### src/rtl/uart_bus_sched.sv
// Arbitrates two TX requesters onto a UART register port while polling LSR and draining RX bytes.
// Optional sticky line-error capture is enabled by defining UART_BUS_SCHED_ERR_EN.
module uart_bus_sched #(
  parameter logic [15:0] DIVISOR = 16'd15,
  parameter logic [7:0]  LCR_VAL = 8'h03,
  parameter logic [7:0]  FCR_VAL = 8'h07
) (
  input  logic       clk,
  input  logic       rst,
  input  logic       req0_valid,
  input  logic [7:0] req0_data,
  output logic       req0_ready,
  input  logic       req1_valid,
  input  logic [7:0] req1_data,
  output logic       req1_ready,
  output logic       rx_valid,
  output logic [7:0] rx_data,
  output logic       init_done,
  output logic [2:0] err_flags,
  input  logic       err_clr,
  output logic       i_tx_en,
  output logic [2:0] waddr,
  output logic [7:0] wdata,
  output logic       i_rx_en,
  output logic [2:0] raddr,
  input  logic [7:0] rdata
);

  typedef enum logic [2:0] {
    INIT, POLL_ISSUE, POLL_WAIT, POLL_SAMPLE,
    RX_ISSUE, RX_WAIT, RX_SAMPLE, TX_WRITE
  } state_t;

  state_t     state;
  logic [2:0] init_idx;
  logic [2:0] init_addr;
  logic [7:0] init_data;
  logic       grant;
  logic       last_grant;

  // DLAB is raised first so the divisor bytes land in DLL/DLM, then dropped
  always_comb begin
    init_addr = 3'd0;
    init_data = 8'h00;
    case (init_idx)
      3'd0: begin init_addr = 3'd3; init_data = 8'h80 | LCR_VAL; end
      3'd1: begin init_addr = 3'd0; init_data = DIVISOR[7:0];    end
      3'd2: begin init_addr = 3'd1; init_data = DIVISOR[15:8];   end
      3'd3: begin init_addr = 3'd3; init_data = LCR_VAL;         end
      3'd4: begin init_addr = 3'd2; init_data = FCR_VAL;         end
      3'd5: begin init_addr = 3'd1; init_data = 8'h00;           end
      default: ;
    endcase
  end

  always_ff @(posedge clk) begin
    if (rst) begin
      state      <= INIT;
      init_idx   <= 3'd0;
      i_tx_en    <= 1'b0;
      i_rx_en    <= 1'b0;
      waddr      <= 3'd0;
      raddr      <= 3'd0;
      wdata      <= 8'h00;
      req0_ready <= 1'b0;
      req1_ready <= 1'b0;
      rx_valid   <= 1'b0;
      rx_data    <= 8'h00;
      init_done  <= 1'b0;
      grant      <= 1'b0;
      last_grant <= 1'b1;
    end else begin
      i_tx_en    <= 1'b0;
      i_rx_en    <= 1'b0;
      req0_ready <= 1'b0;
      req1_ready <= 1'b0;
      rx_valid   <= 1'b0;
      case (state)
        INIT: begin
          if (init_idx == 3'd6) begin
            init_done <= 1'b1;
            state     <= POLL_ISSUE;
          end else begin
            i_tx_en  <= 1'b1;
            waddr    <= init_addr;
            wdata    <= init_data;
            init_idx <= init_idx + 3'd1;
          end
        end
        POLL_ISSUE: begin
          i_rx_en <= 1'b1;
          raddr   <= 3'd5;
          state   <= POLL_WAIT;
        end
        POLL_WAIT: state <= POLL_SAMPLE;
        // Pending RX data always wins so the receive FIFO cannot overrun
        POLL_SAMPLE: begin
          if (rdata[0]) begin
            state <= RX_ISSUE;
          end else if (rdata[5] && (req0_valid || req1_valid)) begin
            grant <= (req0_valid && req1_valid) ? ~last_grant : req1_valid;
            state <= TX_WRITE;
          end else begin
            state <= POLL_ISSUE;
          end
        end
        RX_ISSUE: begin
          i_rx_en <= 1'b1;
          raddr   <= 3'd0;
          state   <= RX_WAIT;
        end
        RX_WAIT: state <= RX_SAMPLE;
        RX_SAMPLE: begin
          rx_data  <= rdata;
          rx_valid <= 1'b1;
          state    <= POLL_ISSUE;
        end
        TX_WRITE: begin
          i_tx_en    <= 1'b1;
          waddr      <= 3'd0;
          wdata      <= grant ? req1_data : req0_data;
          req0_ready <= ~grant;
          req1_ready <= grant;
          last_grant <= grant;
          state      <= POLL_ISSUE;
        end
        default: state <= INIT;
      endcase
    end
  end

`ifdef UART_BUS_SCHED_ERR_EN
  logic [2:0] err_q;

  // LSR[3:1] is {FE,PE,OE}; a fresh error survives a simultaneous clear
  always_ff @(posedge clk) begin
    if (rst)
      err_q <= 3'b000;
    else if (state == POLL_SAMPLE)
      err_q <= (err_clr ? 3'b000 : err_q) | rdata[3:1];
    else if (err_clr)
      err_q <= 3'b000;
  end

  assign err_flags = err_q;
`else
  logic unused_err_clr;
  assign unused_err_clr = err_clr;
  assign err_flags = 3'b000;
`endif

endmodule

### config.mk
export PLATFORM = sky130hd
export DESIGN_NAME = uart_bus_sched
export DESIGN_NICKNAME = d
export VERILOG_FILES = /design/src/rtl/uart_bus_sched.sv
export SDC_FILE = /design/constraint.sdc
export NUM_CORES = 1
export LEC_CHECK = 0
export ABC_AREA = 0
export BUFFER_PORTS_ARGS = -buffer_cell sky130_fd_sc_hd__buf_4
export CAP_MARGIN = 0
export CORE_ASPECT_RATIO = 0.75
export CORE_MARGIN = 5
export CORE_UTILIZATION = 40
export DETAILED_ROUTE_END_ITERATION = 6
export PLACE_DENSITY = 0.69
export SETUP_SLACK_MARGIN = 0.05
export SYNTH_ARGS = -nofsm -noshare
export SYNTH_HDL_FRONTEND = slang
export SYNTH_SLANG_ARGS = --single-unit
### constraint.sdc
create_clock -name clk -period 4.5 [get_ports clk]
set_input_delay 0.225 -clock clk [delete_from_list [all_inputs] [get_ports clk]]
set_output_delay 0.225 -clock clk [all_outputs]
set_load 0.005 [all_outputs]
==> results of run 1 <==
==> synth_stat cells (4+ instances only) <==
library cell | count | area [sq um]
inv_1 | 7 | 26.28
clkbuf_1 | 4 | 15.01
nor2_1 | 21 | 78.83
ha_1 | 6 | 75.07
nor3_1 | 5 | 25.02
dfxtp_1 | 33 | 660.6
nand2_1 | 8 | 30.03
a21oi_1 | 8 | 40.04
mux2i_1 | 14 | 140.1
buf_4 | 8 | 60.06
==> how the worst max path moves through the flow <==
stage,startpoint,to,slack [ps],cells after the start
3_5_place_dp,init_idx[0],wdata[0],2460,5
5_1_grt,init_idx[0],wdata[0],2280,5
4_1_cts,init_idx[0],wdata[0],2440,5
6_report,init_idx[0],wdata[0],2430,5
3_3_place_gp,init_idx[0],wdata[0],2460,5
2_1_floorplan,init_idx[0],wdata[0],2700,5
==> logic make-up (layout without fill, tap and decap cells) <==
logic type | count (synthesis) | count (layout) | share of synthesized area (%)
fa+ha+maj | 6 | 6 | 4.633
other cells | 1 | 5 | 0.2314
mux | 17 | 17 | 10.73
compound gates | 33 | 33 | 17.38
flops | 33 | 33 | 40.77
buf+inv | 25 | 68 | 8.726
xor+xnor | 1 | 1 | 0.5406
simple gates | 54 | 54 | 16.99
==> area by class of cell <==
class	instances	area, sq um
Fill cell	378	1909
Multi-Input combinational cell	116	833.3
Sequential cell	33	660.6
Timing Repair Buffer	53	397.9
Clock buffer	6	72.57
Tap cell	55	68.82
Inverter	7	26.28
Clock inverter	2	10.01
==> per-layer routing <==
metal | track usage (%) | up-vias
li1 | - | 682
met1 | 18.04 | 610
met2 | 17.60 | 36
met3 | 5.138 | 4
met4 | 4.819 | 0
met5 | 0 | -
==> cells in the final DEF, fill, tap and decap left out, types with 3 or more instances in the layout <==
master / count
o21ai_0: 3
clkbuf_8: 5
mux2_2: 3
conb_1: 5
a21oi_1: 8
o2bb2ai_1: 3
buf_4: 53
nand2_1: 8
nor3_1: 5
inv_1: 7
dfxtp_1: 33
ha_1: 6
nor2_1: 21
mux2i_1: 14
nand3_1: 3
==> power by group <==
part / switching, mW / internal [mW]
combinational: 0.0439 / 0.0601
sequential: 0.0141 / 0.307
clock: 0.106 / 0.107
==> critical path, delay by kind of cell (launching register included) <==
kind	cells	cell delay [ps]
AOI/OAI and AO/OA	2	990
DFF	1	420
adders and majority gates	1	290
and+or+nand+nor	1	150
buffers and inverters	1	110
==> flip-flops by register name, indices dropped and copies added (netlist names), 2 cells and up <==
name and count:
wdata 8, rx_data 8, waddr 2, state 3, init_idx 3
==> flow_summary.toml, run 1 <==
[outcome]
status = "completed"

[detailed_routing]
first_iter_violations = 81
met2_wirelength_um = 1469
drtAntennaViolNets = 0
vias_per_cell = 4.897
drcViolationCount = 0
wl_met3_um = 224
vias = 1332
first_pass_iters = 4
highest_layer = "met4"
wire_per_inst_um = 12.89
drt-met1-wl_um = 1787
routed_wl_um = 3507

[critical_path]
critPathCaptureType = "flop"
startpoint_type = "flop"
crit_path_max_fanout = 8
reg2reg_slack_ps = 2430
worstPathCellList = "inv_1 > ha_1 > a2111oi_4 > nor2_2 > a221o_1"
slowest_delay_ps = 610
crit_slowest_cell = "a2111oi_4"
r2r_end = "wdata[0]"
r2r-start = "init_idx[0]"
rr_worst_depth = 5
worstPathRequired_ps = 4670
crit_type = "reg2reg"
crit_arrival_ps = 2240

[timing]
slew_headroom_pct = 51.21
period_share_pct = 45.99
fin_skew_ps = 2.169
finalHoldViolCount = 0
rsz0062_at_grt = "false"
layout_setup_ws_ps = 2431
finalSetupTns_ps = 0
min_period_ps = 2069
finalSetupViolations = 0
fmax_ghz = 0.4832
tightest_slew_ps = 730.8
slew_violations = 0
holdWs_ps = 173.8

[worst_hold_path]
hold-path-cell-count = 3
worstHoldPathType = "in2reg"
hold_end = "rx_data[2]"
min_from = "rdata[2]"

[synth]
synth-seq-cells = 33
ys_async_sr_fraction_pct = 0
synth.distinct_cells = 43
syn_avg_cell_area_sq_um = 9.531
syn_area_sq_um = 1620
yosysWarnings = 0
syn_inst = 170
synth_enable_flop_cells = 0
ys_seq_area_share_pct = 40.77
ys.flop_type = "dfxtp_1"

[run]
cap_viol_max_count = 0

[floorplanning]
initial_core_util_pct = 40.72
die_width_um = 83.49
io_pins = 60
placementRows = 20
dieArea_sq_um = 5437
die_y_um = 65.12
core_sq_um = 3979

[clock_tree]
cts_root_buffer = "clkbuf_8"
clk_path_buf_depth = 2
cts_hold_buf = 0
cts.reportedPaths.clkPinSlew_ps = 70
clk_latency_ps = 280
cts_sinks = 33
cts-resized-gates = 0
h-tree-depth = 2
cts_tree = "yes"
cts-buffers-inserted = 5
postCtsSetupBuffers = 0

[placement]
dp.cells = 264
place_ws_ps = 2462
postPlaceCellArea_sq_um = 1987
numPortBuffers = 53
dp_hpwl_um = 2492
place_congestion = 0.7520

[pwr]
power.total_mw = 0.6387
leakage_nw = 0.9319
powerDensity_nw_per_um2 = 308.7
irDropWorstVdd_mv = 0.1463

[cells_and_area]
layout-drive-gt1-share_pct = 31.80
final_nets = 251
antenna_cells = 0
fin_util_pct = 52.01
layout.cells.non_filler = 272
area_growth_pct = 27.72
postLayoutCellArea_sq_um = 2069

[global_routing]
track_usage_pct = 12.87
grt_pass1_wl_um = 5602
grt_max_degree = 27
first_global_vias = 1161
antenna_found_initial = 0
grt_overflow = 0
Note: power is estimated with default switching activity, not from simulation.
==> run 2: changes to the inputs <==
clock period = 1.95 ns   (was 4.5 ns; I/O delays follow)
==> run 2 against run 1 <==
Clock skew grew 4.1 ps. Via count up 1.5%. Cell count increased by 2.6%. Critical path type unchanged. Critical endpoint is now wdata[2].
==> flow_summary.toml, run 2 (synthesis gave the netlist of run 1 again) <==
[placement]
postPlaceCellArea_sq_um = 2039
dp_hpwl_um = 2666
place_congestion = 0.7913
place_ws_ps = 111.0
numPortBuffers = 53

[clock_tree]
cts_sinks = 33
cts.reportedPaths.clkPinSlew_ps = 60
cts_tree = "yes"
h-tree-depth = 2
clk_latency_ps = 280
clk_path_buf_depth = 2
cts-buffers-inserted = 5
cts_root_buffer = "clkbuf_8"
postCtsSetupBuffers = 0

[cells_and_area]
final_nets = 258
postLayoutCellArea_sq_um = 2157
antenna_cells = 0
layout_common_cells = "buf_4 (60), dfxtp_1 (32), nor2_1 (21), mux2i_1 (14)"
reg.largest.list = "rx_data x8, wdata x8"
area_growth_pct = 33.13
layout-drive-gt1-share_pct = 34.38
mostFrequentLayoutCell = "buf_4"

[critical_path]
crit_path_max_fanout = 6
path_buf_inv = 2
worstPathCellList = "inv_1 > ha_1 > a2111oi_4 > buf_4 > and3_1 > a211o_1"
worstPathRequired_ps = 2180
critPathCaptureType = "flop"
critical_path.top_delay_family = "compound AO/OA/AOI/OAI gates"
crit_slowest_cell = "a2111oi_4"
crit_type = "reg2reg"
slowest_delay_ps = 450
startpoint_type = "flop"
crit_arrival_ps = 2010

[pwr]
irDropWorstVdd_mv = 0.3584
leakage_nw = 0.9812
powerDensity_nw_per_um2 = 758.9
power.total_mw = 1.637

[detailed_routing]
first_pass_iters = 4
first_iter_violations = 28
drtAntennaViolNets = 0
vias = 1352
routed_wl_um = 3601
wire_per_inst_um = 12.91
drcViolationCount = 0
vias_per_cell = 4.846

[timing]
min_period_ps = 1782
slew_violations = 0
fmax_ghz = 0.5613
finalHoldViolCount = 0
rsz0062_at_grt = "false"
finalSetupViolations = 0
finalSetupTns_ps = 0
fin_skew_ps = 6.278
layout_setup_ws_ps = 168.3
period_share_pct = 91.37

[floorplanning]
die_y_um = 65.12
initial_core_util_pct = 40.72
dieArea_sq_um = 5437
core_sq_um = 3979
die_width_um = 83.49
placementRows = 20
io_pins = 60

[global_routing]
first_global_vias = 1280
track_usage_pct = 13.54
grt_max_degree = 27
grt_overflow = 0
antenna_found_initial = 0
grt_pass1_wl_um = 5982

[run]
cap_viol_max_count = 0

[worst_hold_path]
worstHoldPathType = "in2reg"

[outcome]
status = "completed"
## run 2: per-layer routing
| metal | global-route usage (%) | share of wire [%] |
|---|---|---|
| met5 | 0 | 0 |
| met4 | 2.610 | 0.64 |
| met3 | 6.015 | 8.1 |
| met2 | 20.80 | 42 |
| met1 | 17.78 | 49 |
## run 2: power by group
group          switching, mW  internal, mW
combinational          0.103         0.141
sequential            0.0324         0.710
clock                  0.235         0.416
total                  0.370          1.27
## run 2: stage by stage
step                utilization [%]  hold slack [ps]  std cells
floorplan                         -            241.4        174
global placement              51.26            326.9        271
detailed placement            51.26            335.1        271
CTS                           54.18            42.41        279
global route                  54.21            49.71        279
finish                        54.21            45.28        279
## run 2: path summary, 6_finish.rpt
path | slack, ps | startpoint | to | cells after the start
max | 170 | init_idx[0] | wdata[2] | 6
min | 50 | rdata[6] | rx_data[6] | 3
max reg2reg | 170 | init_idx[0] | wdata[2] | 6
min reg2reg | 470 | last_grant | last_grant | 1
## run 2: tightest hold or removal path: stages
cell,delay [ps]
buf_4,80
mux2i_1,50
nor2_1,70
## run 2: what timing repair did
action | CTS | global route
hold buffers | 0 | 0
setup endpoints to repair | 0 | 4
gates resized for setup | 0 | 1
## run 2: final cells by class
class / count / area (sq um)
Clock buffer: 7 / 86.33
Clock inverter: 1 / 30.03
Fill cell: 370 / 1822
Inverter: 7 / 26.28
Multi-Input combinational cell: 116 / 833.3
Sequential cell: 33 / 661.9
Tap cell: 55 / 68.82
Timing Repair Buffer: 60 / 450.4
